$ cat config.mk
export PLATFORM = sky130hd
export DESIGN_NAME = counter_evt_fifo
export DESIGN_NICKNAME = d
export VERILOG_FILES = /design/src/rtl/counter_evt_fifo.sv
export SDC_FILE = /design/constraint.sdc
export NUM_CORES = 1
export LEC_CHECK = 0
export CAP_MARGIN = 30
export CORE_MARGIN = 3
export CORE_UTILIZATION = 55
export CTS_BUF_LIST = sky130_fd_sc_hd__clkbuf_8 sky130_fd_sc_hd__clkbuf_16
export DETAILED_ROUTE_END_ITERATION = 12
export MAX_ROUTING_LAYER = met4
export PLACE_DENSITY = 0.88
export SYNTH_ARGS = -nofsm -noshare
export SYNTH_HDL_FRONTEND = slang
export SYNTH_SLANG_ARGS = --single-unit
$ cat constraint.sdc
create_clock -name clk -period 2.92 [get_ports clk]
set_input_delay 0.584 -clock clk [delete_from_list [all_inputs] [get_ports clk]]
set_output_delay 0.584 -clock clk [all_outputs]
set_load 0.02 [all_outputs]
$ cat src/rtl/counter_evt_fifo.sv
// Event queue: pointers carry a wrap bit, push/pop may coincide at any fill, head is registered.
module counter_evt_fifo #(
  parameter int W     = 10,
  parameter int DEPTH = 4
) (
  input  logic         clk,
  input  logic         rst_n,
  input  logic         i_push,
  input  logic [W-1:0] i_din,
  input  logic         i_ready,
  output logic         o_valid,
  output logic [W-1:0] o_head,
  output logic         o_drop
);
  localparam int AW = $clog2(DEPTH);

  logic [AW:0]  r_wr, r_rd, w_wr_nxt, w_rd_nxt;
  logic [W-1:0] r_mem [DEPTH];
  logic [W-1:0] r_head, w_head_nxt;
  logic         w_full, w_pop, w_wr_en;

  assign o_valid = (r_wr != r_rd);
  assign o_head  = r_head;

  always_comb begin
    w_full   = (r_wr[AW] != r_rd[AW]) && (r_wr[AW-1:0] == r_rd[AW-1:0]);
    w_pop    = o_valid && i_ready;
    w_wr_en  = i_push && (!w_full || w_pop);
    o_drop   = i_push && w_full && !w_pop;
    w_rd_nxt = r_rd + (AW+1)'(w_pop);
    w_wr_nxt = r_wr + (AW+1)'(w_wr_en);
    // A record written into an otherwise empty queue bypasses storage straight to the head
    if (w_wr_nxt == w_rd_nxt)
      w_head_nxt = '0;
    else if (w_wr_en && (r_wr == w_rd_nxt))
      w_head_nxt = i_din;
    else
      w_head_nxt = r_mem[w_rd_nxt[AW-1:0]];
  end

  always_ff @(posedge clk or negedge rst_n) begin
    if (!rst_n) begin
      r_wr   <= '0;
      r_rd   <= '0;
      r_head <= '0;
    end else begin
      r_wr   <= w_wr_nxt;
      r_rd   <= w_rd_nxt;
      r_head <= w_head_nxt;
    end
  end

  always_ff @(posedge clk) begin
    if (w_wr_en) r_mem[r_wr[AW-1:0]] <= i_din;
  end

endmodule

Word level (Yosys, flattened, before mapping)
Memory sizes are Yosys's and may differ from the RTL's.
Index checks and enable logic that the tools add are counted.

storage, ports and cells
  memories kept = 1
  bits in writable memories = 40
  register bits after elaboration = 16

operators by class
  equal/unequal tests = 5
  reduce and logical (&&, ||, !) cells = 9
  add/sub/neg operators = 2
  muxes and demuxes = 4

memory list
  name   words  bits a word  rd ports  clocked after memory_dff  wr ports  RTL line  source
  r_mem  4      10           1         0                         1         18        logic [W-1:0] r_mem [DEPTH];

operators by type and width
  kind                  count
  two-way mux 10 bit    2
  adder 3 x 1 -> 3 bit  2
  == test 3 bit         2
  logical AND 1 bit     6
  != test 3 bit         1
  == test 2 bit         1
  zero test 1 bit       2
  two-way mux 1 bit     2
  logical OR 1 bit      1
  != test 1 bit         1

Depth between registers and ports, before layout
Gate-level depths: netlist of the first run.

  depth in word-level cells = 8
  gate-level depth with buffers = 11

Least setup slack after synthesis of the first run
No wires, ideal clock.

  kind = register -> register
  start point = register r_wr[1]
  end point = register r_head[0] (netlist: o_head[0])
  path slack = 150 ps
  period minus slack after synthesis = 2770 ps
  required time = 2793 ps
  setup time = 127 ps
  cell stages (with the launch flop) = 10
  buffers on the path = 1
  arrival = 2643 ps
  path through = dfrtp_1 > xor2_1 > or3_1 > and2_1 > ha_1 > ha_1 > clkbuf_1 > mux4_2 > o21ai_0 > mux2i_1

RTL lines
  element                                                                      RTL line  source
  start: declaration                                                           17        logic [AW:0] r_wr, r_rd, w_wr_nxt, w_rd_nxt;
  start signal: assignment                                                     47        r_wr <= w_wr_nxt;
  != test 3 bit *                                                              22        assign o_valid = (r_wr != r_rd);
  via o_valid                                                                  11        output logic o_valid,
  logical AND 1 bit *                                                          27        w_pop = o_valid && i_ready;
  adder 3 x 1 -> 3 bit *                                                       30        w_rd_nxt = r_rd + (AW+1)'(w_pop);
  via w_rd_nxt[1]                                                              17
  parallel branches: the longest is 3 deep, another holds memory (4 x 10 bit)  -
  two-way mux 10 bit *                                                         33        if (w_wr_nxt == w_rd_nxt)
  via w_head_nxt[0]                                                            19        logic [W-1:0] r_head, w_head_nxt;
  end signal: assignment                                                       49        r_head <= w_head_nxt;
  end: declaration                                                             19

Mark *: on every way through the listed nets, which the timed path passes.

Worst setup path after layout of the first run
  start point = register r_wr[1]
  end point = register r_head[5] (netlist: o_head[5])

RTL lines
  element                                                                      RTL line
  != test 3 bit *                                                              22
  logical AND 1 bit *                                                          27
  adder 3 x 1 -> 3 bit *                                                       30
  via w_rd_nxt[1]                                                              17
  parallel branches: the longest is 3 deep, another holds memory (4 x 10 bit)  -
  two-way mux 10 bit *                                                         33
  via w_head_nxt[5]                                                            19

Marks and branches as above.

==> results of run 1 <==
-- cells by family (layout without fill, tap and decap cells) --
| family | after synthesis | count (layout) | share of synthesized area |
|---|---|---|---|
| multiplexers | 20 | 20 | 0.139 |
| AO/OA/AOI/OAI | 22 | 22 | 0.0536 |
| AND/OR/NAND/NOR | 13 | 13 | 0.0397 |
| flip-flops | 56 | 56 | 0.686 |
| XOR/XNOR | 10 | 10 | 0.0375 |
| buffers and inverters | 7 | 40 | 0.0220 |
| adder cells (fa/ha/maj) | 4 | 4 | 0.0214 |
-- Yosys cell counts, drive strengths merged, types with 2 or more instances --
| cell type | n | share of area |
|---|---|---|
| and2 | 2 | 0.0054 |
| and4b | 2 | 0.0091 |
| xnor2 | 4 | 0.015 |
| mux2i | 10 | 0.043 |
| buf | 6 | 0.020 |
| o21ai | 20 | 0.043 |
| dfrtp | 16 | 0.17 |
| ha | 4 | 0.021 |
| nand2 | 2 | 0.0032 |
| mux4 | 10 | 0.097 |
| xor2 | 6 | 0.023 |
| edfxtp | 40 | 0.51 |
-- report_power, final --
group	switching (W)	leakage, nW	internal (W)
combinational	0.00101	0.352	0.000892
sequential	0.000103	0.555	0.00112
clock	0.000233	0.0453	0.000163
-- through the flow --
stage / utilization / total power, W / cell area [µm²]
after CTS: 0.676 / 0.00354 / 2740
after floorplan: - / 0.00261 / 2330
after global routing: 0.677 / 0.00378 / 2750
after detailed placement: 0.656 / 0.00315 / 2660
after global placement: 0.656 / 0.00304 / 2660
final: 0.677 / 0.00353 / 2750
-- worst max path at each step --
stage,depth (start not counted),slack (ns),start,to
floorplan,9,0.15,r_wr[1],o_head[0]
global placement,11,0.10,i_ready,o_head[6]
detailed placement,11,-0.10,i_ready,o_head[2]
CTS,10,0.12,r_wr[1],o_head[5]
global route,10,0.007,r_wr[1],o_head[5]
finish,10,0.13,r_wr[1],o_head[5]
-- cell usage in the layout (no fill, tap or decap), drive strengths merged, types with 3 or more instances in the layout --
cell and n:
xor2 6, o21ai 20, clkbuf 5, mux2i 10
clkinv 3, ha 4, buf 7, dfrtp 16
clkdlybuf4s50 25, xnor2 4, mux4 10, edfxtp 40
-- worst max-delay path, delay by kind of cell, from the launching register on --
kind,cells,cell delay (ns)
multiplexers,1,0.22
AND/OR/NAND/NOR,3,0.74
flip-flops,1,0.46
buffers and inverters,1,0.16
XOR/XNOR,2,0.39
adder cells (fa/ha/maj),2,0.55
AO/OA/AOI/OAI,1,0.17
-- flip-flops by register name (all words and copies together) (netlist names) --
signal	cells
o_head	10
r_mem	40
r_rd	3
r_wr	3
-- area by class of cell --
class	instances	area, µm²	area share
Clock buffer	5	68.8	0.0251
Tap cell	50	62.6	0.0228
Multi-Input combinational cell	69	681	0.248
Sequential cell	56	1600	0.584
Clock inverter	3	13.8	0.00501
Timing Repair Buffer	32	315	0.115
-- layer usage --
| metal | routed length [µm] | vias to the layer above |
|---|---|---|
| li1 | - | 576 |
| met1 | 1620 | 652 |
| met2 | 2310 | 34 |
| met3 | 173 | 12 |
| met4 | 143 | 0 |
| met5 | 0 | - |
-- repair_timing --
item	CTS	global route
endpoints found under the setup margin	0	2
gates resized for setup	0	2
endpoints found under the hold margin	0	0
==> results.py, run 1 <==
metrics = {
    "worst_setup_path": {
        "cpPeakStageDelay_ns": 0.46,
        "regToRegSetupSlack_ns": 0.13,
        "rr_startpoint": "r_wr[1]",
        "path_max_fanout": 10,
        "critPathLaunchType": "flop",
        "path_class": "flop to flop",
        "arrival_ns": 3.01,
        "cp.required_ns": 3.14,
        "critPathMostFrequentCell": "ha_1",
        "crit_chain": "xor2_1 > or3_1 > and2_1 > ha_1 > ha_1 > xnor2_1 > nand3_1 > a21oi_2 > buf_12 > mux2i_1",
        "r2r_end": "o_head[5]",
        "endpoint_kind": "flop",
        "r2r_cells": 10,
        "crit_path_top_delay_cell": "dfrtp_2",
    },
    "logic_synthesis": {
        "synth_top_flop_cell": "edfxtp_1",
        "synth_warnings": 0,
        "async_flop_share": 0.286,
        "ys_ff_latch": 56,
        "yosysSeqAreaShare": 0.686,
        "synth_edf_count": 40,
        "ys_types": 26,
        "netlist_instances": 132,
        "avgSynthCellArea_um2": 17.7,
        "syn-cell-area_um2": 2330,
        "syn_nets": 150,
    },
    "min_path": {
        "worstHoldStart": "r_rd[2]",
        "min_delay_worst_endpoint": "r_rd[2]",
        "worstHoldPathCells": 1,
        "hp-class": "flop to flop",
    },
    "global_routing": {
        "grt.total_usage": 0.196,
        "overflow": 0,
        "grt.busiest_layer": "met2",
        "grtUsageMet3": 0.0582,
        "grt.met2_usage": 0.324,
        "first_global_vias": 1325,
        "antenna_found_initial": 0,
        "grt_pass1_wl_mm": 6.87,
        "grt_max_degree": 21,
        "grtUsageMet1": 0.214,
    },
    "sta": {
        "final_hold_viol_count": 0,
        "fin_crit_ns": 2.79,
        "whs_ns": 0.547,
        "finalClockSkew_ns": 0.00731,
        "grt_setup_unrepaired": "false",
        "setup_violations": 0,
        "tightest_slew_ns": 0.752,
        "layout_setup_ws_ns": 0.129,
        "slew_headroom": 0.497,
        "fmax_mhz": 358,
        "period_share": 0.956,
        "setup_tns_ns": 0,
        "maxSlewViolCount": 0,
    },
    "die": {
        "core-area_um2": 4060,
        "io_pins": 26,
        "row_count": 23,
        "initial_core_util": 0.575,
        "die_h_um": 71.1,
        "die_x_um": 71.1,
        "die-area_um2": 5060,
    },
    "pwr": {
        "ir_worst_vdd_uv": 625,
        "p_per_area_nw_per_um2": 1280,
        "p_leak_nw": 0.952,
    },
    "finish": {
        "layout-drive-gt1-share": 0.188,
        "fill_cells": 263,
        "n_antenna_cell": 0,
        "instances_no_fill": 215,
        "syn_to_final_growth_pct": 17.6,
        "final_nets": 182,
    },
    "clock_tree": {
        "clock_latency_ns": 0.31,
        "path_clk_slew_ns": 0.09,
        "cts_inserted_buffers": 5,
        "ctsRootBufferMaster": "clkbuf_8",
        "postCtsHoldBufs": 0,
        "clockBufferDepth": 2,
        "cts.sinks": 56,
        "post_cts_buffers": 0,
        "cts_tree": "done",
        "h-tree-depth": 2,
    },
    "routing": {
        "drtIter0Drc": 86,
        "viasPerCell": 5.93,
        "drt-total-wl_mm": 4.24,
        "drc": 0,
        "drtPass1Iterations": 4,
        "detail-route-antenna-nets": 0,
        "routedWlPerCell_um": 19.7,
        "vias": 1274,
    },
    "placement": {
        "io_buffers": 25,
        "numPlacedInstances": 207,
        "dp.final_hpwl_mm": 2.99,
        "post-place-ws_ns": -0.101,
        "globalplace.congestion": 0.834,
    },
    "run": {
        "drv_cap": 0,
    },
    "run_status": {
        "status": "finished, final reports clean",
    },
}
Power figures use the tool's default switching activity.
==> inputs of run 2 (changes only) <==
==> constraint.sdc (replaced) <==
create_clock -name clk -period 2.6 [get_ports clk]
set_input_delay 0.52 -clock clk [delete_from_list [all_inputs] [get_ports clk]]
set_output_delay 0.52 -clock clk [all_outputs]
set_load 0.02 [all_outputs]
==> run 2 against run 1 <==
  * Sequential cell count is the same
  * Die area unchanged
  * Critical path type unchanged
  * Sequential share of layout area decreased by 5.7 points
  * Clock skew grew 0.0034 ns
  * Design area increased by 11%
  * The run now ends with setup timing left
  * Hold slack improved by 0.069 ns
==> results.py, run 2 (synthesized netlist as in run 1, its figures left out) <==
metrics = {
    "global_routing": {
        "grt_pass1_wl_mm": 6.97,
        "first_global_vias": 1420,
        "grt_max_degree": 21,
        "overflow": 0,
        "antenna_found_initial": 0,
        "grt.total_usage": 0.191,
    },
    "worst_setup_path": {
        "critPathLaunchType": "flop",
        "crit_chain": "xor2_2 > nor3_2 > nand2_1 > and2_1 > ha_2 > ha_2 > xor2_2 > xor2_2 > buf_6 > o21ai_0 > mux2i_1",
        "cp-endpoint": "o_head[1]",
        "path_max_fanout": 10,
        "arrival_ns": 2.86,
        "path_class": "flop to flop",
        "crit_path_top_delay_cell": "dfrtp_1",
        "critPathMostFrequentCell": "xor2_2",
        "r2r_cells": 11,
        "critPathBufInv": 1,
        "crit_cells": 11,
        "r2r_end": "o_head[1]",
        "cpPeakStageDelay_ns": 0.43,
        "crit_start": "r_rd[1]",
        "regToRegSetupSlack_ns": -0.1,
        "rr_startpoint": "r_rd[1]",
        "endpoint_kind": "flop",
        "cp_top_family": "XOR/XNOR gates",
        "cp.required_ns": 2.77,
    },
    "routing": {
        "drc": 0,
        "drtPass1Iterations": 4,
        "routedWlPerCell_um": 21.9,
        "vias": 1365,
        "viasPerCell": 5.86,
        "drtIter0Drc": 148,
        "detail-route-antenna-nets": 0,
        "drt-total-wl_mm": 5.10,
    },
    "finish": {
        "n_antenna_cell": 0,
        "instances_no_fill": 233,
        "final_cell_mix": "edfxtp_1 (40), clkdlybuf4s50_1 (24), buf_4 (18), dfrtp_1 (16), o21ai_0 (15)",
        "layout-drive-gt1-share": 0.339,
        "syn_to_final_growth_pct": 30.1,
        "largest_reg_flops": 40,
        "layout_commonest_cell": "edfxtp_1",
        "final_nets": 200,
    },
    "sta": {
        "finalClockSkew_ns": 0.0107,
        "final_hold_viol_count": 0,
        "maxSlewViolCount": 0,
        "whs_ns": 0.616,
        "setup_violations": 1,
        "layout_setup_ws_ns": -0.0969,
        "fin_crit_ns": 2.70,
        "fmax_mhz": 371,
        "tightest_slew_ns": 0.790,
        "slew_headroom": 0.472,
        "period_share": 1.04,
    },
    "clock_tree": {
        "h-tree-depth": 2,
        "ctsRootBufferMaster": "clkbuf_8",
        "clock_latency_ns": 0.30,
        "cts_inserted_buffers": 5,
        "postCtsHoldBufs": 0,
        "clockBufferDepth": 2,
        "path_clk_slew_ns": 0.10,
        "cts_tree": "done",
        "cts.sinks": 56,
    },
    "die": {
        "die_x_um": 71.1,
        "core-area_um2": 4060,
        "die_h_um": 71.1,
        "io_pins": 26,
        "die-area_um2": 5060,
        "row_count": 23,
        "initial_core_util": 0.575,
    },
    "min_path": {
        "worstHoldStart": "r_wr[2]",
        "hp-class": "flop to flop",
    },
    "run_status": {
        "status": "finished with violations",
        "failed_checks": "setup timing",
    },
    "placement": {
        "globalplace.congestion": 0.855,
        "dp.final_hpwl_mm": 2.98,
        "numPlacedInstances": 213,
        "io_buffers": 25,
    },
    "run": {
        "drv_cap": 0,
    },
}
==> run 2: worst min-delay path by stage <==
| stage | endpoint | cells after the start |
|---|---|---|
| 2_1_floorplan | o_head[0] | 0 |
| 3_3_place_gp | r_wr[2] | 1 |
| 3_5_place_dp | r_rd[2] | 1 |
| 4_1_cts | r_rd[2] | 1 |
| 5_1_grt | r_wr[2] | 2 |
| 6_report | r_wr[2] | 2 |
==> run 2: timing repair <==
item | CTS | global route
hold endpoints to repair | 0 | 0
gates resized for setup | 1 | 24
endpoints found under the setup margin | 8 | 10
setup buffers | 1 | 8
cloned | 0 | 3
pin swaps | 0 | 11
==> run 2: cell type report <==
class | count | area (µm²)
sequential | 56 | 1600
fill | 222 | 1020
timing repair buffer | 50 | 498
tap | 50 | 62.6
clock buffer | 5 | 68.8
clock inverter | 3 | 20.0
multi-input combinational | 69 | 785
==> run 2: routing by layer <==
| layer | vias up | wire length, µm | track usage |
|---|---|---|---|
| met5 | - | 0 | - |
| met4 | 0 | 107 | 0.0668 |
| met3 | 10 | 238 | 0.0440 |
| met2 | 41 | 2670 | 0.320 |
| met1 | 702 | 2080 | 0.227 |
| li1 | 612 | - | - |
==> run 2: stage by stage <==
stage | setup TNS [ns] | setup slack (ns) | util | cell area (µm²)
3_3_place_gp | -0.487 | -0.0831 | 0.668 | 2710
5_1_grt | -0.770 | -0.197 | 0.748 | 3040
3_5_place_dp | -1.72 | -0.220 | 0.668 | 2710
6_report | -0.0969 | -0.0969 | 0.748 | 3040
2_1_floorplan | 0 | 0.0633 | - | 2340
4_1_cts | 0 | 0.0177 | 0.695 | 2820
==> run 2: worst min-delay path: cells and delay by family (launching register included) <==
kind                   cells  cell delay [ns]
flip-flops                 1             0.37
buffers and inverters      1             0.13
XOR/XNOR                   1             0.08
Power of run 2 is not shown: default switching activity piles up to over one toggle a cycle in this logic, so the estimate is an artifact.
==> variant 1: new RTL, config.mk and constraints of run 1 <==
`W`: 10 -> 5.
--- a/src/rtl/counter_evt_fifo.sv
+++ b/src/rtl/counter_evt_fifo.sv
@@ -1,6 +1,6 @@
 // Event queue: pointers carry a wrap bit, push/pop may coincide at any fill, head is registered.
 module counter_evt_fifo #(
-  parameter int W     = 10,
+  parameter int W     = 5,
   parameter int DEPTH = 4
 ) (
   input  logic         clk,
Interface: changed (resized i_din and o_head); port bits go from 26 to 16. The function was not compared with the original's and may differ.
==> variant 1 against run 1 <==
Sequential cell count decreased by 25. Synthesized area decreased by 41%. Routed wire length decreased by 40%. Setup slack got worse by 0.030 ns. Global-route usage decreased by 0.15 points. Highest routed layer unchanged. First-iteration DRC count decreased by 73%. Critical path depth decreased by 1. Cell area decreased by 38%. Clock skew decreased by 0.0017 ns. Critical endpoint is now o_head[1].
Power is not shown: default switching activity piles up to over one toggle a cycle in this logic, so the estimate is an artifact.
==> variant 1: results (changes against run 1) <==
INFO  metric result_of_the_run = completed (unchanged)
INFO  metric timing.clock.skew = 0.005569 ns (was 0.007314 ns)
INFO  metric finalHoldViolCount = 0 (unchanged)
INFO  metric routedWlPerCell = 18.73 um (was 19.73 um)
INFO  metric cts_buffer_depth = 2 (unchanged)
INFO  metric place_congestion = 0.8462 (was 0.8339)
INFO  metric synth_top_cells_by_count = 20 x edfxtp_1, 11 x dfrtp_1, 10 x o21ai_0 (was 40 x edfxtp_1, 16 x dfrtp_1, 16 x o21ai_0)
INFO  metric syn_nets = 97 (was 150)
INFO  metric dp.final_hpwl = 1897 um (was 2987 um)
INFO  metric r2r_start = r_wr[1] (unchanged)
INFO  metric grt_pass1_wl = 4215 um (was 6865 um)
INFO  metric grt_max_degree = 12 (was 21)
INFO  metric synth.yosys.seq_area_share = 63.75% (was 68.63%)
INFO  metric post-cts-setup-buffers = 0 (unchanged)
INFO  metric antenna_found_initial = 0 (unchanged)
INFO  metric hp-class = primary input to asynchronous set/reset pin (was register to register)
INFO  metric yosys-top-cells-area = edfxtp_1 44%, dfrtp_1 20%, mux4_2 8.2%, ha_1 3.6%, mux2i_1 3.6% (was edfxtp_1 51%, dfrtp_1 17%, mux4_2 9.7%, mux2i_1 4.3%, o21ai_0 3.4%)
INFO  metric drv_slew = 0 (unchanged)
INFO  metric worst-slew-pin-transition = 0.5560 ns (was 0.7516 ns)
INFO  metric dr_total_vias = 772 (was 1274)
INFO  metric num-nets-final = 120 (was 182)
INFO  metric largest_reg_flops = 20 (was 40)
INFO  metric cts-buffers-inserted = 5 (unchanged)
INFO  metric asr_flop_ratio_synth = 35.48% (was 28.57%)
INFO  metric initialDrtViolationCount = 23 (was 86)
INFO  metric netlist-cell-type-count = 23 (was 26)
INFO  metric clk_latency = 0.27 ns (was 0.31 ns)
INFO  metric filler_cell_count = 146 (was 263)
INFO  metric wl = 2547 um (was 4241 um)
INFO  metric place_inst = 128 (was 207)
INFO  metric grt_total_usage = 19.41% (was 19.56%)
INFO  metric clkTransAtPathRegs = 0.06 ns (was 0.09 ns)
INFO  metric num_antenna_cells = 0 (unchanged)
INFO  metric synth_edf_count = 20 (was 40)
INFO  metric port_buffers = 15 (was 25)
INFO  metric synthCells = 84 (was 132)
INFO  metric share_of_cells_above_drive_strength_1 = 17.59% (was 18.79%)
INFO  metric vias_in_the_first_global_route = 907 (was 1325)
INFO  metric cts.htree.levels = 2 (unchanged)
INFO  metric timing.critical_path.fanout_max = 6 (was 10)
variant 1: cell types whose count changed in the layout (fill, tap and decap cells not counted), sizes merged, moves of 2 or more:
cell	before	now
mux2i	10	5
mux4	10	5
o21ai	20	10
nor2b	0	2
dfrtp	16	11
clkdlybuf4s50	25	15
edfxtp	40	20
and4b	2	0
buf	7	3
variant 1: timing repair:
item,in CTS,in global routing
hold buffers,0,0
setup endpoints to repair,0,2
gates resized for setup,0,1
variant 1: final timing paths:
check	slack, ns	to	depth (start not counted)
min reg2reg	0.65	r_wr[2]	1
max	0.1	o_head[1]	9
max in group asynchronous	1.95	o_head[2]	1
max reg2reg	0.1	o_head[1]	9
min	0.64	r_wr[1]	1
min in group clk	0.65	r_wr[2]	1
variant 1: final cells by class:
class | count | area [um2] | share of cell area (%)
Sequential cell | 31 | 875.8 | 51.78
Timing Repair Buffer | 18 | 172.7 | 10.21
Tap cell | 28 | 35.03 | 2.071
Clock inverter | 3 | 38.79 | 2.293
Clock buffer | 5 | 68.82 | 4.068
Multi-Input combinational cell | 51 | 500.5 | 29.59
variant 1: metrics by stage:
step	setup WS [ns]	instance area [um2]	utilization [%]	TNS [ns]	hold WS (ns)
finish	0.09839	1692	73.64	0	0.6389
global route	0.002600	1692	73.64	0	0.6674
CTS	0.09749	1680	73.15	0	0.5988
detailed placement	-0.01510	1573	68.46	-0.02595	0.5856
global placement	0.1183	1573	68.46	0	0.5815
floorplan	0.1443	1374	-	0	0.2884
variant 1: routing by layer:
| layer | vias to the layer above | global-route usage, % | wire length, um |
|---|---|---|---|
| met5 | - | - | 0 |
| met4 | 0 | 10.51 | 51 |
| met3 | 7 | 5.800 | 97 |
| met2 | 16 | 33.39 | 1385 |
| met1 | 387 | 19.59 | 1012 |
| li1 | 362 | - | - |
variant 1: cells by family after synthesis:
family | share of synthesized area [%]
XOR/XNOR | 8.653
multiplexers | 11.84
buffers and inverters | 0.6369
adder cells (fa/ha/maj) | 3.643
AO/OA/AOI/OAI | 6.285
flip-flops | 63.75
AND/OR/NAND/NOR | 5.191
variant 1: worst max-delay path, cell delays in order (launching register included):
cell     delay, ns
dfrtp_1       0.47
xor2_1        0.24
or3_1         0.41
and2_1        0.17
ha_1          0.17
ha_1          0.47
xnor2_1       0.17
nand3_1       0.13
a21oi_4       0.24
mux2i_1       0.25
==> variant 2: new RTL, flow settings as in run 1 <==
Made on the original files. Make the reset (`rst_n`) synchronous in one clocked block.
--- a/src/rtl/counter_evt_fifo.sv
+++ b/src/rtl/counter_evt_fifo.sv
@@ -38,7 +38,7 @@
       w_head_nxt = r_mem[w_rd_nxt[AW-1:0]];
   end
 
-  always_ff @(posedge clk or negedge rst_n) begin
+  always_ff @(posedge clk) begin
     if (!rst_n) begin
       r_wr   <= '0;
       r_rd   <= '0;
Function: differs if rst_n is asserted again (counterexample within 4 cycles, from zero or initial values and one cycle with rst_n low); with rst_n held inactive, the same outputs for 10 cycles.
==> variant 2 against run 1 <==
Synthesized area fell by 2.9%. Sequential cell count unchanged. Die area decreased by 2.7%. Routed wire length increased by 1.1%. Synthesized cell count grew 3.8%. Setup slack better by 0.12 ns. Cell area stayed put. Critical path depth stayed put. Clock skew shrank 0.0030 ns. Cell count increased by 5.6%.
Power is not compared: it rests on default switching activity, and its combinational part moved more than twofold at a synthesized area within 25%.
==> variant 2: results (changes against run 1) <==
INFO  metric worst_path_max_delay_cell = dfxtp_1 (was dfrtp_2)
INFO  metric crit_arrival = 2.90 ns (was 3.01 ns)
INFO  metric r2r_start = r_wr[1] (unchanged)
INFO  metric synth.yosys.seq_area_share = 67.18% (was 68.63%)
INFO  metric netlist-cell-type-count = 28 (was 26)
INFO  metric num-nets-final = 196 (was 182)
INFO  metric yosys-top-cells-area = edfxtp_1 53%, dfxtp_1 14%, mux4_2 9.9%, a21oi_1 2.2%, ha_1 2.2% (was edfxtp_1 51%, dfrtp_1 17%, mux4_2 9.7%, mux2i_1 4.3%, o21ai_0 3.4%)
INFO  metric vias_in_the_first_global_route = 1391 (was 1325)
INFO  metric synth_top_cells_by_count = 40 x edfxtp_1, 16 x dfxtp_1, 10 x a21oi_1, 10 x mux4_2, 10 x nand3_1 (was 40 x edfxtp_1, 16 x dfrtp_1, 16 x o21ai_0)
INFO  metric place_congestion = 0.8135 (was 0.8339)
INFO  metric post_cts.resized_instances = 0 (unchanged)
INFO  metric result_of_the_run = completed (unchanged)
INFO  metric worst_min_delay_path_startpoint = r_wr[2] (was r_rd[2])
INFO  metric dr_total_vias = 1294 (was 1274)
INFO  metric initialDrtViolationCount = 96 (was 86)
INFO  metric dp.final_hpwl = 3210 um (was 2987 um)
INFO  metric grt_max_degree = 17 (was 21)
INFO  metric wl = 4289 um (was 4241 um)
INFO  metric power.ir.vdd_worst = 0.4568 mV
INFO  metric hp-class = register to register (unchanged)
INFO  metric syn_nets = 155 (was 150)
INFO  metric num_antenna_cells = 0 (unchanged)
INFO  metric worst-slew-pin-transition = 0.7971 ns (was 0.7516 ns)
INFO  metric timing.critical_path.from = r_wr[1] (unchanged)
INFO  metric cts-buffers-inserted = 5 (unchanged)
INFO  metric timing.clock.skew = 0.004350 ns (was 0.007314 ns)
INFO  metric p_leak = 0.0009749 uW
INFO  metric grt_pass1_wl = 7093 um (was 6865 um)
INFO  metric clkTransAtPathRegs = 0.09 ns (about the same)
INFO  metric grt_total_usage = 19.85% (was 19.56%)
INFO  metric asr_flop_ratio_synth = 0% (was 28.57%)
INFO  metric share_of_cells_above_drive_strength_1 = 20.67% (was 18.79%)
## variant 2: cell count changes after synthesis, sizes merged, moves of 2 or more
cell   before  now
dfrtp      16    0
dfxtp       0   16
mux2i      10    0
nand3       1   11
o21ai      20   10
a21oi       1   10
and2        2    6
nor2        0    3
and3        1    3
and4b       2    0
buf         6    4
## variant 2: critical path: cells and delay by family (launching register included)
family / cells / cell delay [ns]
fa+ha+maj: 2 / 0.38
xor+xnor: 2 / 0.62
flops: 1 / 0.47
simple gates: 5 / 0.95
compound gates: 1 / 0.17
## variant 2: layer usage
| metal | vias up | wire length, um | GRT usage (%) |
|---|---|---|---|
| met3 | 2 | 186 | 5.180 |
| met4 | 0 | 14 | 5.957 |
| li1 | 608 | - | - |
| met2 | 26 | 2397 | 33.68 |
| met5 | - | 0 | - |
| met1 | 658 | 1690 | 23.33 |
## variant 2: worst paths after layout
path	end	slack, ns	cells past startpoint
setup / recovery	o_head[3]	0.25	10
hold / removal	r_wr[2]	0.66	2
setup reg to reg	o_head[3]	0.25	10
hold reg to reg	r_wr[2]	0.66	2
## variant 2: power groups by stage
stage                     registers, uW  clock network, uW  logic (uW)
after floorplan                    1040                  0         424
after global placement              986                  0         752
after detailed placement            991                  0         782
after CTS                           973                427         786
after global routing                980                466         848
final                               972                417         781
## variant 2: logic make-up after synthesis
kind of cell	count (synthesis)	share of synthesized area (%)
fa+ha+maj	4	2.210
xor+xnor	11	4.862
mux	10	9.945
compound gates	22	6.740
buf+inv	6	1.878
flops	56	67.18
simple gates	28	7.183
## variant 2: area by class of cell
class | count | area, um2
clock buffer | 6 | 82.58
clock inverter | 2 | 11.26
fill | 253 | 1081
inverter | 1 | 3.754
multi-input combinational | 75 | 700.7
sequential | 56 | 1521
tap | 48 | 60.06
timing repair buffer | 39 | 365.4
## variant 2: per-stage QoR
stage          total power, uW  std cells  area [um2]  hold WS, ns  setup WS, ns
6_report                  2170        227        2745       0.6609        0.2513
5_1_grt                   2293        227        2745       0.7200       0.01217
4_1_cts                   2186        227        2745       0.6626        0.2662
3_5_place_dp              1773        219        2651       0.6334       0.04546
3_3_place_gp              1738        218        2646       0.6191       0.03357
2_1_floorplan             1468        137        2265       0.5962        0.3650
